[config.mk]
export PLATFORM = sky130hd
export DESIGN_NAME = agu_issue_arbiter
export DESIGN_NICKNAME = d
export VERILOG_FILES = /design/src/rtl/agu_issue_arbiter_pkg.sv /design/src/rtl/agu_addr_calc.sv /design/src/rtl/agu_issue_arbiter.sv
export SDC_FILE = /design/constraint.sdc
export NUM_CORES = 1
export LEC_CHECK = 0
export CAP_MARGIN = 10
export CELL_PAD_IN_SITES_DETAIL_PLACEMENT = 1
export CELL_PAD_IN_SITES_GLOBAL_PLACEMENT = 1
export CORE_MARGIN = 3
export CORE_UTILIZATION = 31
export CTS_CLUSTER_SIZE = 30
export DETAILED_ROUTE_END_ITERATION = 12
export HOLD_SLACK_MARGIN = 0.12
export PLACE_DENSITY_LB_ADDON = 0.05
export SLEW_MARGIN = 20
export SYNTH_ARGS = -nofsm -noshare
export SYNTH_HDL_FRONTEND = slang
export SYNTH_HIERARCHICAL = 1
export SYNTH_SLANG_ARGS = --single-unit
[constraint.sdc]
create_clock -name clk -period 5.3 [get_ports clk]
set_input_delay 1.06 -clock clk [delete_from_list [all_inputs] [get_ports clk]]
set_output_delay 1.06 -clock clk [all_outputs]
set_load 0.05 [all_outputs]
[src/rtl/agu_issue_arbiter_pkg.sv]
// Shared backend types for the AGU issue path: access sizes and the packet
// handed from the AGU output register to the LSU.
package agu_issue_arbiter_pkg;

  localparam int DEFAULT_TAG_W = 6;
  localparam int TAG_MAX_W     = 16;

  typedef enum logic [1:0] {
    MEM_BYTE = 2'd0,
    MEM_HALF = 2'd1,
    MEM_WORD = 2'd2,
    MEM_RSVD = 2'd3
  } mem_size_t;

  // tag is sized for the widest ROB in use; narrower tags are zero-extended
  typedef struct packed {
    logic [31:0]          addr;
    logic                 is_store;
    mem_size_t            size;
    logic [TAG_MAX_W-1:0] tag;
    logic [31:0]          data;
    logic                 misaligned;
  } agu_lsu_pkt_t;

endpackage

[src/rtl/agu_addr_calc.sv]
// Effective address (base + offset, modular) and natural-alignment check.
// Purely combinational; no handshake.
module agu_addr_calc
  import agu_issue_arbiter_pkg::*;
(
  input  logic [31:0] base,
  input  logic [31:0] offset,
  input  mem_size_t   size,
  output logic [31:0] addr,
  output logic        misaligned
);

  always_comb begin
    addr       = base + offset;
    misaligned = 1'b0;
    unique case (size)
      MEM_BYTE: misaligned = 1'b0;
      MEM_HALF: misaligned = addr[0];
      MEM_WORD: misaligned = (addr[1:0] != 2'b00);
      MEM_RSVD: misaligned = 1'b1;
      default:  misaligned = 1'b1;
    endcase
  end

endmodule

[src/rtl/agu_issue_arbiter.sv]
// Load/store issue arbiter over one AGU; accepted op is on lsu_* one cycle later.
// Accepts only when the output register is empty or draining; loads win unless a store has starved.
module agu_issue_arbiter
  import agu_issue_arbiter_pkg::*;
#(
  parameter int TAG_W            = DEFAULT_TAG_W,
  parameter int STORE_STARVE_MAX = 4
) (
  input  logic             clk,
  input  logic             rst,
  input  logic             flush,
  input  logic             ld_valid,
  output logic             ld_ready,
  input  logic [31:0]      ld_base,
  input  logic [31:0]      ld_offset,
  input  logic [1:0]       ld_size,
  input  logic [TAG_W-1:0] ld_tag,
  input  logic             st_valid,
  output logic             st_ready,
  input  logic [31:0]      st_base,
  input  logic [31:0]      st_offset,
  input  logic [1:0]       st_size,
  input  logic [TAG_W-1:0] st_tag,
  input  logic [31:0]      st_data,
  output logic             lsu_valid,
  input  logic             lsu_ready,
  output logic [31:0]      lsu_addr,
  output logic             lsu_is_store,
  output logic [1:0]       lsu_size,
  output logic [TAG_W-1:0] lsu_tag,
  output logic [31:0]      lsu_data,
  output logic             lsu_misaligned
);

  localparam logic [3:0] STARVE_LIM = 4'(STORE_STARVE_MAX);

  logic         can_accept;
  logic         force_st;
  logic         grant_ld;
  logic         grant_st;
  logic         accept;
  logic [31:0]  sel_base;
  logic [31:0]  sel_offset;
  mem_size_t    sel_size;
  logic [31:0]  calc_addr;
  logic         calc_mis;
  logic [3:0]   starve_cnt_d, starve_cnt_q;
  logic         lsu_vld_d, lsu_vld_q;
  agu_lsu_pkt_t pkt_d, pkt_q;
  logic         unused_tag_bits;

  // Grants are decided from valids and the counter only, never from operand data
  always_comb begin
    can_accept = !lsu_vld_q || lsu_ready;
    force_st   = st_valid && (starve_cnt_q == STARVE_LIM);
    grant_st   = st_valid && (force_st || !ld_valid);
    grant_ld   = ld_valid && !force_st;
    ld_ready   = rst && can_accept && grant_ld && !flush;
    st_ready   = rst && can_accept && grant_st && !flush;
    accept     = ld_ready || st_ready;
    sel_base   = grant_st ? st_base : ld_base;
    sel_offset = grant_st ? st_offset : ld_offset;
    sel_size   = mem_size_t'(grant_st ? st_size : ld_size);
  end

  agu_addr_calc u_addr_calc (
    .base       (sel_base),
    .offset     (sel_offset),
    .size       (sel_size),
    .addr       (calc_addr),
    .misaligned (calc_mis)
  );

  // Backpressure (can_accept low) is not a denial, so the count holds there
  always_comb begin
    starve_cnt_d = starve_cnt_q;
    if (flush || st_ready) begin
      starve_cnt_d = '0;
    end else if (st_valid && can_accept && (starve_cnt_q < STARVE_LIM)) begin
      starve_cnt_d = starve_cnt_q + 4'd1;
    end
  end

  always_comb begin
    lsu_vld_d = lsu_vld_q;
    pkt_d     = pkt_q;
    if (flush) begin
      lsu_vld_d = 1'b0;
    end else if (accept) begin
      lsu_vld_d        = 1'b1;
      pkt_d.addr       = calc_addr;
      pkt_d.is_store   = grant_st;
      pkt_d.size       = sel_size;
      pkt_d.tag        = TAG_MAX_W'(grant_st ? st_tag : ld_tag);
      pkt_d.data       = grant_st ? st_data : 32'd0;
      pkt_d.misaligned = calc_mis;
    end else if (lsu_ready) begin
      lsu_vld_d = 1'b0;
    end
  end

  always_ff @(posedge clk) begin
    if (!rst) begin
      starve_cnt_q <= '0;
      lsu_vld_q    <= 1'b0;
      pkt_q        <= '0;
    end else begin
      starve_cnt_q <= starve_cnt_d;
      lsu_vld_q    <= lsu_vld_d;
      pkt_q        <= pkt_d;
    end
  end

  assign lsu_valid       = lsu_vld_q;
  assign lsu_addr        = pkt_q.addr;
  assign lsu_is_store    = pkt_q.is_store;
  assign lsu_size        = pkt_q.size;
  assign lsu_tag         = pkt_q.tag[TAG_W-1:0];
  assign lsu_data        = pkt_q.data;
  assign lsu_misaligned  = pkt_q.misaligned;
  assign unused_tag_bits = ^pkt_q.tag;

endmodule

Word-level counts from Yosys, hierarchy flattened
Cells that the tools add are included.
{"block": "totals", "register_bits": 79, "inputBits": 182, "out_inout_bits": 77}
{"block": "op_classes", "addsub": 2, "n_lt_le_gt_ge": 1, "eq_ne": 4, "muxes": 8, "bitwise_logic": 2, "reduce_logical": 24}
{"cell": "two-way mux 32 bit", "count": 3}
{"cell": "adder 32 bit", "count": 1}
{"cell": "logical AND 1 bit", "count": 10}
{"cell": "two-way mux 6 bit", "count": 1}
{"cell": "adder 4 x 1 -> 4 bit, second input constant", "count": 1}
{"cell": "== test 2 bit, second input constant", "count": 2}
{"cell": "== test 4 x 3 -> 1 bit, second input constant", "count": 1}
{"cell": "zero test 1 bit", "count": 4}
{"cell": "logical OR 1 bit", "count": 4}
{"cell": "less-than comparator 4 x 3 -> 1 bit, second input constant", "count": 1}
{"cell": "case mux 1 bit (4 select lines)", "count": 1}
{"cell": "nonzero test 2 bit", "count": 2}
{"cell": "OR reduction 2 bit", "count": 2}
{"cell": "== test 2 x 1 -> 1 bit, second input constant", "count": 1}
{"cell": "zero test 2 bit", "count": 1}
{"cell": "two-way mux 1 bit", "count": 2}
{"cell": "two-way mux 2 bit", "count": 1}
{"cell": "inverter 1 bit", "count": 2}
{"cell": "AND reduction 2 bit", "count": 1}

Logic depth before layout (Yosys ltp)
{"block": "depth", "ltp_word": 8, "ltp_mapped": 19}

Modules after synthesis
The synthesis kept the hierarchy.
{"mod": "agu_issue_arbiter", "instances": 1, "cells_per_inst": 397, "area_each_um2": 4287.9, "seq_area_each_um2": 1581.5}
{"mod": "agu_addr_calc", "instances": 1, "cells_per_inst": 223, "area_each_um2": 1617.8, "seq_area_each_um2": 0.0}

Worst setup path before layout
Ideal clock, no wire load.
{"block": "synth_timing", "kind": "input -> register", "startpoint": "in st_valid", "endpoint": "reg pkt_q (netlist bit lsu_addr[30])", "setup_time_ns": 0.070, "arrival_ns": 4.465, "t_required_ns": 5.230, "path_slack_ns": 0.765, "stages": 18, "path_buffers": 3, "cell_sequence": "buf_6 -> and4b_1 -> buf_6 -> nor2_8 -> buf_12 -> mux2_4 -> ha_1 -> fa_1 -> a21o_1 -> a221oi_2 -> a221o_2 -> o2111ai_2 -> o211ai_2 -> o21ai_2 -> a221oi_2 -> xnor2_1 -> nand4_1 -> a21oi_1"}
{"item": "start, declared", "line_no": "agu_issue_arbiter.sv:18", "text": "input logic st_valid,"}
{"item": "logical AND 1 bit", "line_no": "agu_issue_arbiter.sv:55", "text": "force_st = st_valid && (starve_cnt_q == STARVE_LIM);"}
{"item": "logical OR 1 bit", "line_no": "agu_issue_arbiter.sv:56", "text": "grant_st = st_valid && (force_st || !ld_valid);"}
{"item": "logical AND 1 bit *", "line_no": "agu_issue_arbiter.sv:56"}
{"item": "two-way mux 32 bit *", "line_no": "agu_issue_arbiter.sv:62", "text": "sel_offset = grant_st ? st_offset : ld_offset;"}
{"item": "via sel_offset[0]", "line_no": "agu_issue_arbiter.sv:43", "text": "logic [31:0] sel_offset;"}
{"item": "adder 32 bit *", "line_no": "agu_addr_calc.sv:14", "text": "addr = base + offset;"}
{"item": "via calc_addr[30]", "line_no": "agu_issue_arbiter.sv:45", "text": "logic [31:0] calc_addr;"}
{"item": "end signal, assigned", "line_no": "agu_issue_arbiter.sv:110", "text": "pkt_q <= pkt_d;"}
{"item": "end, declared", "line_no": "agu_issue_arbiter.sv:49", "text": "agu_lsu_pkt_t pkt_d, pkt_q;"}
Mark *: on every way through the listed nets, which the timed path passes. The rest lies on a longest branch.
A chain may end at the register's enable or synchronous reset.

Final worst setup path
{"block": "layout_timing", "startpoint": "in st_valid", "endpoint": "reg pkt_q (netlist bit lsu_addr[28])"}
Same word-level chain as after synthesis.

==> metrics.cfg <==
[cells_and_area]
nFillCells=2055
final_common_cell=clkdlybuf4s50_1
diodes=0
utilization=0.484
drive_gt1_frac=0.133
multi_input_area_um2=3950
regArea_um2=1580
layout.nets=1061
mostFrequentLayoutCells=clkdlybuf4s50_1, dfxtp_1, a21oi_1
area_growth_pct=50.4

[floorplanning]
start_util=0.322
dieArea_um2=20700
die_y_um=144
dieWidth_um=144
row_count=49
core_um2=18300
ios=259

[synth]
synth_top_family_by_area=compound AO/OA/AOI/OAI gates
postSynth.asyncResetShare=0
syn_nets=836
yosys.area_share.simple=0.115
synth-seq-area-share=0.268
synth_mux_area_frac=0.160
synth_area_per_cell_um2=9.53
synth_top_cell_area_share=0.268
syn_inst=620
synth_top_area_cell=dfxtp_1
netlist_area_um2=5910
synth-xor-area-share=0.0430
synth_seq_cells=79
yosys_warnings=6
synth_edf_count=0
ys_dominant_reg_cell=dfxtp_1
yosys.area_share.adder=0.0733
synth_compound_area_frac=0.272
synth_cell_types=62
synth.area.top_cells=dfxtp_1, mux2_4, ha_1

[timing]
hold_viol_final=0
fmax_mhz=202
setup_viol=0
tightest_slew_ns=1.06
rsz0062_at_grt=false
max-slew-margin-rel=0.293
fin_crit_ns=4.96
setup_tns_ns=0
period_share=0.936
timing.final.ws_setup_ns=0.341
drv_slew=0
skew_ns=0.00658
hold_ws_ns=0.467

[worst_setup_path]
crit_path_end=lsu_addr[28]
path_max_fanout=36
critical_path.top_delay_family=compound AO/OA/AOI/OAI gates
r2r_setup_slack_ns=0.97
worstSetupStartpointType=input port
crit_type=in2reg
cp.depth=17
path_buf_inv=3
r2r_cells=17
cpPeakStageDelay_ns=0.50
cp_slowest_cell=clkdlybuf4s50_1
path_cells=clkdlybuf4s50_1 > nor2b_1 > buf_4 > nor2_8 > buf_12 > mux2_4 > ha_1 > nand2_1 > o21ai_0 > nor2_1 > a31oi_1 > o211ai_2 > o31ai_2 > o21ai_1 > xnor2_1 > nand4_1 > a21oi_1
cp_data_arrival_time_ns=5.21
timing.rr.end=lsu_addr[28]
cp-startpoint=st_valid
r2r-start=starve_cnt_q[0]
endpoint_kind=flop
cp.required_ns=5.55

[outcome]
outcome=completed

[clocking]
post-cts-setup-buffers=0
clk_pin_slew_worst_paths_ns=0.06
cts_sinks=79
cts_tree=yes
cts-resized-gates=0
h-tree-depth=3
numCtsBuffers=9
cts_buffer_depth=2
ctsHoldBuffers=0
clk-insertion-delay-late_ns=0.34
cts_root_buf=clkbuf_16

[global_route]
grtUsageMet1=0.239
grt.met2_usage=0.350
grt_pass1_vias=6356
grt_max_degree=48
grtUsageMet3=0.0360
grt_usage=0.193
grt.overflow.total=0
grt_pass1_wl_um=32500
antenna_found_initial=0
top_usage_layer=met2

[detailed_routing]
wl_um=20800
firstDrtPassIters=4
via_count=5916
drc=0
ant_nets=0
vias_per_cell=5.48
drt_iter0_markers=254
wire_per_inst_um=19.2

[place]
gp_congestion=0.795
dp_slack_ns=0.0293
portBuffers=258
dp_hpwl_um=16000

[pwr]
p_int_uw=1420
peakVddDrop_mv=0.137
pwr-share-comb=0.404
total_power_uw=2140
p_leak_uw=0.00346
swShare=0.338
p_seq_frac=0.303
cellPowerDensity_nw_per_um2=241
p_clk_frac=0.292
switchingPower_uw=722

[worst_hold_path]
hp-class=reg2reg

[run]
maxCapViolations=0

[synthesized netlist by cell type, drive strengths merged, types with 3 or more instances]
library cell and number:
dfxtp 79, a21oi 67, mux2 64, nand4 40, o31ai 38, buf 36
ha 33, a32o 32, o21ai 28, clkbuf 20, xnor2 20, nand2 17
nand3 16, a31oi 13, a21o 12, nor2 12, inv 11, a311oi 9
xor2 9, nand2b 8, a211oi 6, nor2b 6, o21a 5, nor3 4
a21boi 3, and2 3, and3 3, o21bai 3
[worst min path at each step]
| stage | start | end | slack (ns) | cells past startpoint |
|---|---|---|---|---|
| detailed placement | lsu_addr[17] | lsu_addr[17] | 0.46 | 2 |
| global placement | lsu_addr[20] | lsu_addr[20] | 0.46 | 2 |
| global route | lsu_addr[17] | lsu_addr[17] | 0.50 | 2 |
| CTS | lsu_addr[17] | lsu_addr[17] | 0.47 | 2 |
| floorplan | starve_cnt_q[0] | starve_cnt_q[0] | 0.47 | 2 |
| finish | lsu_addr[17] | lsu_addr[17] | 0.47 | 2 |
[worst reg2reg max path, delay by kind of cell (launching register included)]
family | cells | cell delay [ns]
multiplexers | 1 | 0.36
XOR/XNOR | 1 | 0.19
AO/OA/AOI/OAI | 6 | 1.50
adder cells (fa/ha/maj) | 2 | 0.64
buffers and inverters | 2 | 0.36
AND/OR/NAND/NOR | 5 | 0.84
flip-flops | 1 | 0.36
[area by class of cell]
type	instances	area share
Multi-Input combinational cell	473	0.445
Timing Repair Buffer	270	0.306
Sequential cell	79	0.178
Tap cell	229	0.0323
Clock buffer	11	0.0273
Clock inverter	5	0.00648
Inverter	12	0.00507
[metrics by stage]
step                area (µm²)  cells
floorplan                 5910    620
global placement          8580   1063
detailed placement        8580   1063
CTS                       8880   1079
global route              8880   1079
finish                    8880   1079
[state kept, by name, indices dropped and copies added, names as in the netlist]
name	cells
lsu_tag	6
lsu_size	2
lsu_is_store	1
lsu_addr	32
lsu_misaligned	1
lsu_data	32
starve_cnt_q	4
lsu_valid	1
[kinds of logic after synthesis]
logic type | count (synthesis)
compound gates | 228
xor+xnor | 29
fa+ha+maj | 34
buf+inv | 68
flops | 79
mux | 64
simple gates | 118
[power by group through the flow]
| stage | Combinational [µW] | Sequential (µW) | Clock (µW) |
|---|---|---|---|
| after floorplan | 448 | 768 | 0 |
| after global placement | 850 | 660 | 0 |
| after detailed placement | 865 | 661 | 0 |
| after CTS | 870 | 649 | 641 |
| after global routing | 936 | 653 | 664 |
| final | 864 | 648 | 625 |
[routing by layer]
metal | share of wire | up-vias
met5 | 0 | -
met4 | 0.0091 | 0
met3 | 0.055 | 17
met2 | 0.51 | 167
met1 | 0.43 | 2875
li1 | - | 2857
Power figures use the tool's default switching activity.
